File: src/rtl/div_pkg.sv
// Shared types and constants for the sequential restoring divider.
package div_pkg;

  typedef enum logic [1:0] {
    IDLE = 2'd0,
    CALC = 2'd1,
    DONE = 2'd2
  } state_t;

  localparam int DEF_DW      = 16;
  localparam int DEF_VW      = 8;
  localparam int APPROX_BITS = 4;

  // Wide enough for any practical DW; the top slices the low DW bits.
  localparam logic [63:0] ZDIV_QUOT = '1;

endpackage

File: src/rtl/div_step.sv
// One restoring-division iteration: shift in a dividend bit, conditionally subtract.
module div_step #(
  parameter int VW = 8
) (
  input  logic [VW-1:0] rem_i,
  input  logic          bit_i,
  input  logic [VW-1:0] div_i,
  output logic [VW-1:0] rem_o,
  output logic          q_o
);

  logic [VW:0] shifted;

  assign shifted = {rem_i, bit_i};
  assign q_o     = (shifted >= {1'b0, div_i});
  // The true difference is below div_i, so the low VW bits of a VW-bit subtract are exact.
  assign rem_o   = q_o ? (shifted[VW-1:0] - div_i) : shifted[VW-1:0];

endmodule

File: src/rtl/div_16_8_seq.sv
// Sequential unsigned divider, one restoring step per cycle.
// Define DIV_APPROX_EN to stop after DW-4 steps (low quotient bits and remainder forced to zero).
module div_16_8_seq
  import div_pkg::*;
#(
  parameter int DW = DEF_DW,
  parameter int VW = DEF_VW
) (
  input  logic          clk,
  input  logic          rst_n,
  input  logic          in_valid,
  output logic          in_ready,
  input  logic [DW-1:0] dividend,
  input  logic [VW-1:0] divisor,
  output logic          out_valid,
  input  logic          out_ready,
  output logic [DW-1:0] quotient,
  output logic [VW-1:0] remainder,
  output logic          div_by_zero
);

  // Handshakes: a transfer happens on a rising edge where valid and ready are both high;
  // out_valid is never withdrawn and the result holds until out_ready accepts it.

  localparam int CNT_W = $clog2(DW);
`ifdef DIV_APPROX_EN
  localparam int LAST_CNT = APPROX_BITS;
`else
  localparam int LAST_CNT = 0;
`endif

  state_t             state_q;
  logic [DW-1:0]      work_q;
  logic [VW-1:0]      div_q;
  logic [VW-1:0]      rem_q;
  logic [CNT_W-1:0]   cnt_q;
  logic [DW-1:0]      quot_q;
  logic [VW-1:0]      remd_q;
  logic               dbz_q;
  logic               ov_q;

  logic [DW-1:0]      work_d;
  logic [VW-1:0]      rem_d;
  logic               q_bit;
  logic               last_iter;
  logic [DW-1:0]      calc_quot;
  logic [VW-1:0]      calc_rem;

  div_step #(.VW(VW)) u_step (
    .rem_i (rem_q),
    .bit_i (work_q[DW-1]),
    .div_i (div_q),
    .rem_o (rem_d),
    .q_o   (q_bit)
  );

  // work_q starts as the dividend and fills with quotient bits from the LSB side.
  assign work_d    = {work_q[DW-2:0], q_bit};
  assign last_iter = (cnt_q == CNT_W'(LAST_CNT));

`ifdef DIV_APPROX_EN
  assign calc_quot = {work_d[DW-APPROX_BITS-1:0], {APPROX_BITS{1'b0}}};
  assign calc_rem  = '0;
`else
  assign calc_quot = work_d;
  assign calc_rem  = rem_d;
`endif

  always_ff @(posedge clk or negedge rst_n) begin
    if (!rst_n) begin
      state_q <= IDLE;
      work_q  <= '0;
      div_q   <= '0;
      rem_q   <= '0;
      cnt_q   <= '0;
      quot_q  <= '0;
      remd_q  <= '0;
      dbz_q   <= 1'b0;
      ov_q    <= 1'b0;
    end else begin
      case (state_q)
        IDLE: begin
          if (in_valid) begin
            work_q <= dividend;
            div_q  <= divisor;
            rem_q  <= '0;
            if (divisor == '0) begin
              quot_q  <= ZDIV_QUOT[DW-1:0];
              remd_q  <= dividend[VW-1:0];
              dbz_q   <= 1'b1;
              state_q <= DONE;
            end else begin
              cnt_q   <= CNT_W'(DW-1);
              state_q <= CALC;
            end
          end
        end
        CALC: begin
          work_q <= work_d;
          rem_q  <= rem_d;
          if (last_iter) begin
            quot_q  <= calc_quot;
            remd_q  <= calc_rem;
            dbz_q   <= 1'b0;
            ov_q    <= 1'b1;
            state_q <= DONE;
          end else begin
            cnt_q <= cnt_q - CNT_W'(1);
          end
        end
        DONE: begin
          // Zero-divisor results enter DONE unpresented and raise out_valid one cycle later.
          if (!ov_q) begin
            ov_q <= 1'b1;
          end else if (out_ready) begin
            ov_q    <= 1'b0;
            state_q <= IDLE;
          end
        end
        default: state_q <= IDLE;
      endcase
    end
  end

  assign in_ready    = (state_q == IDLE);
  assign out_valid   = ov_q;
  assign quotient    = quot_q;
  assign remainder   = remd_q;
  assign div_by_zero = dbz_q;

endmodule
File: config.mk
export PLATFORM = sky130hd
export DESIGN_NAME = div_16_8_seq
export DESIGN_NICKNAME = d
export VERILOG_FILES = /design/src/rtl/div_pkg.sv /design/src/rtl/div_step.sv /design/src/rtl/div_16_8_seq.sv
export SDC_FILE = /design/constraint.sdc
export NUM_CORES = 1
export LEC_CHECK = 0
export ABC_AREA = 1
export CORE_ASPECT_RATIO = 1.4
export CORE_UTILIZATION = 68
export CTS_CLUSTER_SIZE = 28
export DETAILED_ROUTE_END_ITERATION = 8
export DONT_BUFFER_PORTS = 1
export GPL_TIMING_DRIVEN = 0
export PLACE_DENSITY = 0.84
export RECOVER_POWER = 100
export SKIP_CTS_REPAIR_TIMING = 1
export SYNTH_ARGS = -nofsm -noshare
export SYNTH_HDL_FRONTEND = slang
export SYNTH_HIERARCHICAL = 1
export SYNTH_SLANG_ARGS = --single-unit
export TNS_END_PERCENT = 20
File: constraint.sdc
create_clock -name clk -period 6 [get_ports clk]
set_clock_uncertainty 0.05 [all_clocks]
set_input_delay 0.3 -clock clk [delete_from_list [all_inputs] [get_ports clk]]
set_output_delay 0.3 -clock clk [all_outputs]
set_load 0.05 [all_outputs]
**Word-level counts from Yosys, hierarchy flattened**

Index checks and enable logic that the tools add are counted.

- Flip-flop bits (word level): 64
- Latch bits: 0
- Memory bits (writable): 0
- Bits in read-only memories: 0
- Input port bits: 28
- Output and inout port bits: 27
- Word-level logic and storage cells: 63
- Memories: 0

- $add $sub $neg: 2
- $mul: 0
- Divide/modulo/power cells: 0
- Magnitude comparators: 1
- Equal/unequal tests: 9
- Shift operators: 0
- Muxes and demuxes: 31
- Bitwise gates (word level): 0
- Reduce and logical (&&, ||, !) cells: 11

Operators with widths:

| cell | number |
|---|---|
| $mux W16 | 4 |
| $pmux W16 S2 | 2 |
| $mux W8 | 5 |
| $pmux W8 S2 | 2 |
| $mux W4 | 3 |
| $ne A2 B2 Y1 const B | 6 |
| $reduce_and A4 Y1 | 3 |
| $mux W2 | 5 |
| $ge A9 B8 Y1 | 1 |
| $logic_not A8 Y1 | 1 |
| $pmux W4 S2 | 1 |
| $sub A8 B8 Y8 | 1 |
| $mux W1 | 6 |
| $pmux W2 S3 | 1 |
| $reduce_and A2 Y1 | 3 |
| $logic_not A4 Y1 | 1 |
| $pmux W1 S2 | 2 |
| $reduce_bool A2 Y1 | 2 |
| $sub A4 B1 Y4 const B | 1 |
| $eq A2 B1 Y1 const B | 1 |
| $eq A2 B2 Y1 const B | 1 |
| $logic_not A2 Y1 | 1 |
| $ne A2 B1 Y1 const B | 1 |

**Longest topological paths before layout**

Gate-level depths: netlist of the first run.

- Word-level depth: 4
- Mapped depth: 15

**Hierarchy**

Netlist of the first run, hierarchy kept.

Modules (own cells, without submodules):

| module | times used | cells each | area each (um^2) |
|---|---|---|---|
| div_16_8_seq | 1 | 333 | 2,897.8 |
| div_step | 1 | 109 | 654.4 |

**Worst setup path after synthesis of the first run**

No wires, ideal clock.

- Kind: reg-to-reg
- From: reg work_q[15]
- To: reg remd_q[4], in the netlist remainder[4]
- Library setup time: 0.065 ns
- Data arrival time: 1.777 ns
- Required time: 5.885 ns
- Setup slack: 4.107 ns
- Stages on the path, launching flop included: 14
- Clock period less this slack: 1.893 ns
- Path through: dfrtp_1 > inv_1 > ha_1 > fa_1 > inv_1 > nand3_1 > nand3_1 > xor2_1 > nand2_2 > nand2_1 > inv_1 > o21ai_0 > nand3_1 > nand2_1

- Cells in the longest elaborated chain, start to end: 4
- Elaborated cells on any way between the ends: 5
- Those cells by class: 1 x add/sub; 1 x order compare; 3 x mux

RTL lines:

| element | RTL line | source |
|---|---|---|
| start: declaration | div_16_8_seq.sv:33 | `logic [DW-1:0] work_q;` |
| start signal: assignment | div_16_8_seq.sv:84 | `work_q <= dividend;` |
| start signal: assignment | div_16_8_seq.sv:99 | `work_q <= work_d;` |
| $sub A8 B8 Y8 / $ge A9 B8 Y1 (equally long branches) | div_step.sv:17, div_step.sv:15 |  |
| $mux W8 (*) | div_step.sv:17 | `assign rem_o = q_o ? (shifted[VW-1:0] - div_i) : shifted[VW-1:0];` |
| named net calc_rem[4] | div_16_8_seq.sv:47 | `logic [VW-1:0] calc_rem;` |
| $mux W8 (*) | div_16_8_seq.sv:101 | `if (last_iter) begin` |
| $pmux W8 S2 (*) | div_16_8_seq.sv:81 | `case (state_q)` |
| end signal: assignment | div_16_8_seq.sv:89 | `remd_q <= dividend[VW-1:0];` |
| end signal: assignment | div_16_8_seq.sv:103 | `remd_q <= calc_rem;` |
| end: declaration | div_16_8_seq.sv:38 | `logic [VW-1:0] remd_q;` |

The timed path passes the listed nets; every way through them passes the cells marked *. The select of a mux whose other input is x is not followed.
A chain may end at the register's enable or synchronous reset.

**Worst setup path after layout of the first run**

- From: reg state_q[0]
- To: reg quot_q[0], in the netlist quotient[0]

- Cells in the longest elaborated chain, start to end: 3
- Elaborated cells on any way between the ends: 8
- Those cells by class: 4 x eq/ne; 1 x mux; 3 x reduce/logical

RTL lines:

| element | RTL line | source |
|---|---|---|
| start: declaration | div_16_8_seq.sv:32 | `state_t state_q;` |
| start signal: assignment | div_16_8_seq.sv:71 | `state_q <= IDLE;` |
| start signal: assignment | div_16_8_seq.sv:91 | `state_q <= DONE;` |
| start signal: assignment | div_16_8_seq.sv:94 | `state_q <= CALC;` |
| $logic_not A2 Y1 (*) | n/a |  |
| named net in_ready | div_16_8_seq.sv:12 | `output logic in_ready,` |
| $ne A2 B1 Y1 (no source line), or another cell as far along | n/a |  |
| $reduce_and A4 Y1 (no source line) | n/a |  |
| end signal: assignment | div_16_8_seq.sv:88 | `quot_q <= ZDIV_QUOT[DW-1:0];` |
| end signal: assignment | div_16_8_seq.sv:102 | `quot_q <= calc_quot;` |
| end: declaration | div_16_8_seq.sv:37 | `logic [DW-1:0] quot_q;` |

The timed path passes the listed nets; every way through them passes the cells marked *.

==> PnR_summary.wiki, run 1 <==
{| class="wikitable"
! Metric !! Value
|-
| Startpoint types || register
|-
| TritonCTS Buffers || 9
|-
| Final hold slack || 49.51 ps
|-
| Fraction of synthesis flops using an asynchronous set or reset pin || 100.0%
|-
| Data arrival time at the worst-slack endpoint || 3270 ps
|-
| Worst Max-Slew Pin Slew || 990.5 ps
|-
| Layout cell share with drive strength beyond 1 || 12.83%
|-
| Kind of path behind the tightest hold check || input port to register
|-
| Area of the core region || 4917 µm²
|-
| Hold Violations, Final || 0
|-
| Area fraction in compound gates after synthesis || 8.348%
|-
| Fraction of the mapped netlist area in adder cells || 3.734%
|-
| Via count of the first global-routing pass || 2964
|-
| Critical path, cell by cell || nor2_1 -> nand2_1 -> nand2_1 -> nand2_1 -> clkbuf_1 -> nand2_1 -> nand2_1
|-
| DR DRC count || 0
|-
| Routed Wire Length || 7829 µm
|-
| Number of detailed-route iterations in the first pass || 5
|-
| Number of cells on the critical path || 7
|-
| Antenna violations before repair || 0
|-
| Average cell area after synthesis || 8.037 µm²
|-
| Netlist Area Pre-Place || 3552 µm²
|-
| Setup total negative slack || 0 ps
|-
| Worst endpoint required time || 6170 ps
|-
| Yosys warns || 6
|-
| Worst R2R Path Depth || 7
|-
| Final HPWL DP || 5571 µm
|-
| Clock root buffer master || sky130_fd_sc_hd__clkbuf_8
|-
| Global-route wire length before repair || 13280 µm
|-
| Yosys reg bits || 64
|-
| Number of buffer cells added on primary ports || 0
|-
| Total of max-cap violations || 0
|-
| Average wire per cell in the routed design || 14.94 µm
|-
| Number of nets in the layout || 493
|-
| Initial cell density of the core || 72.24%
|-
| Number of antenna cells inserted || 0
|-
| Post-synthesis mux area share || 2.536%
|-
| Total number of vias || 2999
|-
| Total grt overflow || 0
|-
| Critical path buffer and inverter count || 1
|-
| Netlist cell types || 31
|-
| Crit-path slowest cell || sky130_fd_sc_hd__nor2_1
|-
| Most repeated library cell on the critical path || sky130_fd_sc_hd__nand2_1
|-
| Pin count of the biggest net entering global routing || 65
|-
| Worst Setup Path Type || register to register
|-
| Horizontal extent of the die || 63.09 µm
|-
| Max transition margin || 33.72%
|-
| Post-synthesis simple-gate area fraction || 30.93%
|-
| RSZ-0062 raised after global routing || false
|-
| ANT nets after route || 0
|-
| Crit share post-route || 51.60%
|-
| Footprint of the multi-input gates || 1583 µm²
|-
| Primary flip-flop cell chosen by synthesis mapping || sky130_fd_sc_hd__dfrtp_1
|-
| Number of flops mapped to enable cells by yosys || 0
|-
| Count of boundary I/O pins || 55
|-
| Vias per cell || 5.723
|-
| Worst hold path depth || 1
|-
| Finished Cell Area || 3802 µm²
|-
| Final count of negative-setup-slack endpoints || 0
|-
| Status || complete, no violations
|-
| Count of clock tree sinks || 64
|-
| Weighted congestion reported at the end of routability-driven placement || 0.8649
|-
| Post-synthesis sequential area ratio || 45.09%
|-
| Max stage delay on crit path || 770 ps
|-
| Sequential cell area || 1602 µm²
|-
| Later-pin clock latency in the skew report || 340 ps
|-
| Die Outline Area || 5521 µm²
|-
| Highest fanout seen on the critical path || 10
|-
| Largest family of logic cells by synthesized area || simple AND/OR/NAND/NOR gates
|-
| Instance area at placement || 3632 µm²
|-
| Area added between synthesis and finish || 7.045%
|-
| Synthesized-area fraction occupied by xor and xnor cells || 0.7397%
|-
| Largest delay share family, worst path || simple AND/OR/NAND/NOR gates
|-
| Top achievable clock speed || 0.3230 GHz
|-
| Critical Path End Type || register
|-
| Synthesized instance count || 442
|-
| Post-Synthesis Net Count || 480
|-
| Detailed Route Iter0 Violations || 331
|-
| Die outline height || 87.52 µm
|-
| Overall global routing resource usage || 31.46%
|-
| Largest buffer count on any clock path || 2
|-
| H-tree levels || 3
|-
| Final-report max-slew violation count || 0
|-
| Fill cell total of the finished layout || 367
|-
| Clock slew seen by the registers of the worst setup and hold paths || 70 ps
|-
| Cell row count || 30
|-
| Minimum clock period || 3096 ps
|-
| Clock tree from TritonCTS || built
|}
-- registers in the layout (all words and copies together) (netlist names) --
name and cells:
quotient 16, work_q 16, div_q 8, rem_q 8, remainder 8, cnt_q 4
state_q 2, div_by_zero 1, out_valid 1
-- placed cells by master, fill, tap and decap left out, drive strengths merged --
cell,count
o21ai,43
o211ai,8
clkinvlp,3
fa,1
xnor2,2
nor2,20
ha,9
nand3,48
mux2,8
nand4,1
nand2,161
clkinv,2
a21oi,2
inv,56
dfrtp,64
buf,9
bufinv,1
dlygate4sd3,1
clkbuf,18
or2,2
xor2,1
-- cell families (layout without fill, tap and decap cells) --
| group | Yosys count | in the layout |
|---|---|---|
| AND/OR/NAND/NOR | 232 | 232 |
| AO/OA/AOI/OAI | 53 | 53 |
| multiplexers | 8 | 8 |
| buffers and inverters | 72 | 90 |
| flip-flops | 64 | 64 |
| XOR/XNOR | 3 | 3 |
| adder cells (fa/ha/maj) | 10 | 10 |
-- final cells by class --
class                   count  share of cell area (%)
multi-input cells         306                   41.63
repair buffers              2                  0.9872
inverters                  57                   5.660
clock inverters             5                   1.645
clock buffers              11                   3.982
flip-flops and latches     64                   42.12
well taps                  64                   2.106
plain buffers              15                   1.876
-- Yosys cell counts, types with 2 or more instances --
library cell,number,share of area (%)
sky130_fd_sc_hd__nand2_8,2,1.1
sky130_fd_sc_hd__mux2_2,8,2.5
sky130_fd_sc_hd__nand2_4,6,1.9
sky130_fd_sc_hd__nor2_4,4,1.3
sky130_fd_sc_hd__nand3_1,47,6.6
sky130_fd_sc_hd__nand2_2,12,2.1
sky130_fd_sc_hd__buf_6,2,0.63
sky130_fd_sc_hd__inv_2,3,0.32
sky130_fd_sc_hd__buf_4,2,0.42
sky130_fd_sc_hd__nand2_1,141,15
sky130_fd_sc_hd__nor2_2,3,0.53
sky130_fd_sc_hd__xnor2_1,2,0.49
sky130_fd_sc_hd__nor2_1,13,1.4
sky130_fd_sc_hd__o211ai_1,8,1.7
sky130_fd_sc_hd__o21ai_0,41,5.8
sky130_fd_sc_hd__dfrtp_1,64,45
sky130_fd_sc_hd__ha_1,9,3.2
sky130_fd_sc_hd__buf_2,7,0.99
sky130_fd_sc_hd__clkinv_1,2,0.21
sky130_fd_sc_hd__clkbuf_1,4,0.42
sky130_fd_sc_hd__inv_1,51,5.4
sky130_fd_sc_hd__a21oi_1,2,0.28
-- worst paths after layout --
| kind | endpoint | startpoint | slack, ps |
|---|---|---|---|
| hold reg to reg | div_q[7] | div_q[7] | 460 |
| max in group asynchronous | work_q[13] | rst_n | 5200 |
| setup reg to reg | quotient[0] | state_q[0] | 2900 |
| hold / removal | div_q[3] | divisor[3] | 50 |
| min in group asynchronous | remainder[5] | rst_n | 450 |
| setup / recovery | quotient[0] | state_q[0] | 2900 |
-- routing by layer --
metal	GRT usage (%)	share of wire, %	up-vias
met5	0	0	-
met4	12.68	1.8	0
met3	6.937	6.9	20
met2	54.25	51	111
met1	38.26	41	1433
li1	-	-	1435
-- metrics by stage --
stage	cells	setup WS (ps)	util, %
after global placement	506	3901	73.87
after global routing	524	2715	77.33
after floorplan	442	4107	-
after detailed placement	506	3853	73.87
final	524	2904	77.33
after CTS	522	3823	78.22
Power of run 1 is left out: the tool's default activity adds up to more than one toggle a clock period on the data nets, which glitch-free logic cannot reach.
==> inputs of run 2 (changes only) <==
- CORE_UTILIZATION: 68 -> 63
- PLACE_DENSITY: 0.84 -> 0.79
- clock period: 6 -> 3.2 ns (I/O delays scaled with it)
==> PnR_summary.wiki, run 2 (synthesized netlist as in run 1, its figures left out) <==
{| class="wikitable"
! Metric !! Value
|-
| Number of buffer cells added on primary ports || 0
|-
| Die outline height || 90.85 µm
|-
| Most frequent cells in the layout || sky130_fd_sc_hd__nand2_1, sky130_fd_sc_hd__dfrtp_1, sky130_fd_sc_hd__inv_1
|-
| Clock slew seen by the registers of the worst setup and hold paths || 80 ps
|-
| Failing checks || max-capacitance violations, max-slew violations
|-
| Weighted congestion reported at the end of routability-driven placement || 0.9013
|-
| H-tree levels || 3
|-
| Number of antenna cells inserted || 0
|-
| DR DRC count || 0
|-
| Initial cell density of the core || 64.76%
|-
| Worst reg2reg endpoint || remainder[7]
|-
| Setup total negative slack || 0 ps
|-
| Clock root buffer master || sky130_fd_sc_hd__clkbuf_8
|-
| Horizontal extent of the die || 65.46 µm
|-
| Startpoint types || register
|-
| Largest buffer count on any clock path || 2
|-
| Fill cell total of the finished layout || 423
|-
| Max transition margin || -1.236%
|-
| Final HPWL DP || 5980 µm
|-
| Number of nets in the layout || 510
|-
| DP Cell Count || 510
|-
| Crit share post-route || 79.79%
|-
| Total grt overflow || 0
|-
| Area of the core region || 5485 µm²
|-
| Final setup margin || 646.7 ps
|-
| Detailed Route Iter0 Violations || 178
|-
| Layout cell share with drive strength beyond 1 || 12.79%
|-
| Count of clock tree sinks || 64
|-
| Die Outline Area || 5947 µm²
|-
| Later-pin clock latency in the skew report || 350 ps
|-
| Overall global routing resource usage || 29.23%
|-
| Pin count of the biggest net entering global routing || 65
|-
| Setup slack of the worst register-to-register path || 650 ps
|-
| Final count of negative-setup-slack endpoints || 0
|-
| Worst hold path depth || 4
|-
| ANT nets after route || 0
|-
| Highest fanout seen on the critical path || 10
|-
| Most common cell after layout, fill and taps aside || sky130_fd_sc_hd__nand2_1
|-
| Total number of vias || 3026
|-
| Clock tree from TritonCTS || built
|-
| Worst R2R Path Depth || 7
|-
| Worst endpoint required time || 3380 ps
|-
| Hold-critical path endpoint || work_q[1]
|-
| Kind of path behind the tightest hold check || input port to register
|-
| Cell row count || 32
|-
| Final hold slack || 21.25 ps
|-
| TritonCTS Buffers || 9
|-
| Post-placement setup slack || 1091 ps
|-
| Antenna violations before repair || 0
|-
| Status || finished, violations left
|-
| Worst Max-Slew Pin Slew || 1519 ps
|-
| Vias per cell || 5.552
|-
| Cell Count, Final, Fillers Out || 545
|-
| Via count of the first global-routing pass || 2909
|-
| Global-route wire length before repair || 13100 µm
|-
| Area added between synthesis and finish || 11.10%
|-
| Final-report max-slew violation count || 65
|-
| Hold Violations, Final || 0
|-
| Count of boundary I/O pins || 55
|-
| Worst Setup Path Type || register to register
|-
| Top achievable clock speed || 0.3917 GHz
|-
| Critical Path End Type || register
|-
| Number of detailed-route iterations in the first pass || 7
|-
| Reg-to-Reg Start || state_q[0]
|-
| Routed Wire Length || 8288 µm
|-
| RSZ-0062 raised after global routing || false
|-
| Data arrival time at the worst-slack endpoint || 2730 ps
|-
| Average wire per cell in the routed design || 15.21 µm
|-
| Total of max-cap violations || 1
|-
| Minimum clock period || 2553 ps
|-
| Startpoint of the tightest hold check path || dividend[1]
|}
## run 2: changes by cell type in the layout (fill, tap and decap cells not counted), sizes merged
cell,delta
clkinv,+3
bufinv,-1
buf,+1
dlygate4sd3,+17
clkinvlp,-1
inv,-2
## run 2: layout make-up
class                           instances  area (µm²)  area share [%]
Tap cell                               68       85.08           2.156
Multi-Input combinational cell        306        1598           40.49
Timing Repair Buffer                   19       185.2           4.692
Clock buffer                           12       145.1           3.678
Buffer                                 15       86.33           2.188
Inverter                               57       215.2           5.453
Clock inverter                          4       30.03          0.7609
Sequential cell                        64        1602           40.58
## run 2: how the worst max path moves through the flow
stage,slack [ps],cells past startpoint,end,startpoint
6_report,650,7,remainder[7],state_q[0]
5_1_grt,500,7,remainder[7],state_q[0]
4_1_cts,1060,12,remainder[7],rem_q[4]
3_5_place_dp,1090,12,remainder[7],rem_q[2]
3_3_place_gp,1120,12,remainder[7],rem_q[5]
2_1_floorplan,1310,13,remainder[4],work_q[15]
## run 2: through the flow
| step | util (%) | area, µm² |
|---|---|---|
| floorplan | - | 3552 |
| global placement | 66.31 | 3637 |
| detailed placement | 66.31 | 3637 |
| CTS | 69.50 | 3812 |
| global route | 71.94 | 3946 |
| finish | 71.94 | 3946 |
## run 2: critical path, cell delays in order (launching register included)
cell and delay (ps):
sky130_fd_sc_hd__dfrtp_1 430, sky130_fd_sc_hd__nor2_1 860, sky130_fd_sc_hd__nand2_4 250, sky130_fd_sc_hd__nand2_1 380, sky130_fd_sc_hd__nand2_4 130, sky130_fd_sc_hd__buf_6 170
sky130_fd_sc_hd__nand2_1 70, sky130_fd_sc_hd__nand2_1 70
## run 2: per-layer routing
metal / up-vias / track usage, % / wire [µm]
met5: - / 0 / 0
met4: 0 / 15.40 / 357
met3: 28 / 5.051 / 304
met2: 100 / 51.20 / 4424
met1: 1441 / 32.80 / 3201
li1: 1457 / - / -
Power of run 2 is left out for the same reason.
==> inputs of run 3 (changes only) <==
- ABC_AREA: 1 -> 0
- clock period: 3.2 -> 2.65 ns (I/O delays scaled with it)
==> PnR_summary.wiki, run 3 <==
{| class="wikitable"
! Metric !! Value
|-
| Failing checks || negative hold slack, max-capacitance violations, max-slew violations, negative setup slack
|-
| Area of the core region || 5159 µm²
|-
| Power per unit of standard cell area || 1551 nW/µm²
|-
| Fraction of synthesis flops using an asynchronous set or reset pin || 100.0%
|-
| LEAKAGE || 1.838 nW
|-
| Hold Violations, Final || 1
|-
| Instance area at placement || 3457 µm²
|-
| Final Core Density || 77.66%
|-
| Number of buffer cells added on primary ports || 0
|-
| Worst endpoint required time || 2830 ps
|-
| Highest fanout seen on the critical path || 3
|-
| Count of boundary I/O pins || 55
|-
| RSZ-0062 raised after global routing || true
|-
| Cell row count || 31
|-
| Most common cell after layout, fill and taps aside || sky130_fd_sc_hd__dfrtp_1
|-
| Number of detailed-route iterations in the first pass || 4
|-
| Yosys reg bits || 64
|-
| Startpoint types || register
|-
| Pin count of the biggest net entering global routing || 65
|-
| Share of the synthesized area in the top cell type || 47.46%
|-
| Antenna violations before repair || 0
|-
| Average cell area after synthesis || 10.10 µm²
|-
| Most used standard cell by instance count after synthesis || sky130_fd_sc_hd__dfrtp_1
|-
| Most frequent cells in the layout || sky130_fd_sc_hd__dfrtp_1, sky130_fd_sc_hd__nand2_1, sky130_fd_sc_hd__inv_1
|-
| Final setup margin || -1.237 ps
|-
| Layout cell share with drive strength beyond 1 || 18.86%
|-
| Finished Cell Area || 4006 µm²
|-
| Kind of path behind the tightest hold check || input port to register
|-
| Clock root buffer master || sky130_fd_sc_hd__clkbuf_8
|-
| Number of nets in the layout || 421
|-
| Detailed Route Iter0 Violations || 183
|-
| TritonCTS Buffers || 9
|-
| Clock slew seen by the registers of the worst setup and hold paths || 70 ps
|-
| Final hold slack || -5.578 ps
|-
| Count of clock tree sinks || 64
|-
| Synthesized instance count || 334
|-
| Clock tree from TritonCTS || built
|-
| Via count of the first global-routing pass || 2593
|-
| Startpoint of the tightest hold check path || in_valid
|-
| Die outline height || 88.60 µm
|-
| Global-route wire length before repair || 11670 µm
|-
| DR DRC count || 0
|-
| Horizontal extent of the die || 63.86 µm
|-
| ANT nets after route || 0
|-
| Later-pin clock latency in the skew report || 340 ps
|-
| Setup total negative slack || -1.237 ps
|-
| Post-synthesis sequential area ratio || 47.46%
|-
| Netlist cell types || 48
|-
| Max transition margin || -5.049%
|-
| Cell types with the highest counts after synthesis || sky130_fd_sc_hd__dfrtp_1, sky130_fd_sc_hd__nand2_1, sky130_fd_sc_hd__inv_1
|-
| Sequential cell area || 1602 µm²
|-
| Overall global routing resource usage || 27.29%
|-
| Weighted congestion reported at the end of routability-driven placement || 0.8597
|-
| Routed Wire Length || 7689 µm
|-
| H-tree levels || 3
|-
| Final-report max-slew violation count || 65
|-
| Setup slack of the worst register-to-register path || -1 ps
|-
| Netlist Area Pre-Place || 3374 µm²
|-
| Number of antenna cells inserted || 0
|-
| Status || finished, violations left
|-
| Fill cell total of the finished layout || 333
|-
| Yosys warns || 6
|-
| Critical Path End Type || register
|-
| Die Outline Area || 5657 µm²
|-
| Biggest area contributors in the synthesized netlist || sky130_fd_sc_hd__dfrtp_1, sky130_fd_sc_hd__nand2_1, sky130_fd_sc_hd__mux2_2, sky130_fd_sc_hd__mux2i_1, sky130_fd_sc_hd__inv_1
|-
| Worst IR drop on VDD || 0.9135 mV
|-
| Post-Synthesis Net Count || 372
|-
| Initial cell density of the core || 65.41%
|-
| Primary flip-flop cell chosen by synthesis mapping || sky130_fd_sc_hd__dfrtp_1
|-
| Critical Path Source || div_q[0]
|-
| Footprint of the multi-input gates || 1575 µm²
|-
| Total grt overflow || 0
|-
| Final HPWL DP || 4973 µm
|-
| Largest buffer count on any clock path || 2
|-
| Reg-to-Reg Start || div_q[0]
|-
| Minimum clock period || 2651 ps
|-
| Data arrival time at the worst-slack endpoint || 2830 ps
|-
| Final count of negative-setup-slack endpoints || 1
|-
| Top achievable clock speed || 0.3772 GHz
|-
| Total of max-cap violations || 1
|-
| Worst Max-Slew Pin Slew || 1576 ps
|-
| Total number of vias || 2676
|-
| Leading area contributor after synthesis || sky130_fd_sc_hd__dfrtp_1
|-
| Area added between synthesis and finish || 18.72%
|-
| Average wire per cell in the routed design || 16.97 µm
|-
| Worst Setup Path Type || register to register
|-
| Number of flops mapped to enable cells by yosys || 0
|-
| Vias per cell || 5.907
|-
| Crit share post-route || 100.0%
|}
==> run 3: changes by cell type after synthesis, sizes merged, moves of 4 or more <==
| cell | change |
|---|---|
| o21ai | -36 |
| a21oi | +8 |
| o211ai | -8 |
| mux2i | +19 |
| nand3 | -44 |
| nand2 | -97 |
| mux2 | +13 |
| nor3 | +4 |
| inv | -21 |
| a22o | +8 |
| a31oi | +19 |
==> run 3: layout make-up <==
class,count,area share (%)
well taps,66,2.061
flip-flops and latches,64,39.98
clock inverters,5,0.8745
clock buffers,10,3.186
repair buffers,38,8.932
inverters,33,3.092
multi-input cells,222,39.32
plain buffers,15,2.561
==> run 3: power by group <==
part,internal [mW],leakage [nW],switching [mW]
clock network,0.334,0.0821,0.380
logic,1.60,1.06,1.63
registers,1.41,0.696,0.858
==> run 3: path summary, 6_finish.rpt <==
| path | depth (start not counted) | to |
|---|---|---|
| max | 9 | remainder[6] |
| max in group asynchronous | 2 | out_valid |
| min in group asynchronous | 2 | div_q[4] |
| min reg2reg | 2 | div_q[2] |
| max reg2reg | 9 | remainder[6] |
| min | 2 | cnt_q[2] |
==> run 3: cell families after synthesis <==
logic type | Yosys count | share of synthesized area (%)
buffers and inverters | 48 | 6.526
DFF | 64 | 47.46
AOI/OAI and AO/OA | 63 | 14.02
adders and majority gates | 10 | 3.930
xor gates and xnor gates | 3 | 0.7788
muxes | 40 | 12.98
and+or+nand+nor | 106 | 14.31
==> run 3: routing by layer <==
metal | vias up | routed length (µm) | GRT usage [%]
li1 | 1249 | - | -
met1 | 1323 | 3079 | 31.56
met2 | 84 | 4075 | 46.42
met3 | 20 | 328 | 6.830
met4 | 0 | 205 | 15.08
met5 | - | 0 | 0
==> run 3: per-stage QoR <==
stage	instances	power (mW)	setup WS, ps
finish	453	6.213	-1.237
global route	453	6.602	-42.94
CTS	415	5.787	-137.4
detailed placement	400	5.058	-118.7
global placement	400	4.933	-67.41
floorplan	334	4.507	92.39
==> run 3: critical path: stages (launching register included) <==
cell and delay, ps:
sky130_fd_sc_hd__dfrtp_1 410, sky130_fd_sc_hd__ha_4 180, sky130_fd_sc_hd__fa_2 410, sky130_fd_sc_hd__nor2b_2 140, sky130_fd_sc_hd__o31a_1 200, sky130_fd_sc_hd__nor4_1 60
sky130_fd_sc_hd__a311o_1 280, sky130_fd_sc_hd__mux2_4 290, sky130_fd_sc_hd__mux2_4 250, sky130_fd_sc_hd__mux2_4 260
(Power assumes the default switching activity.)
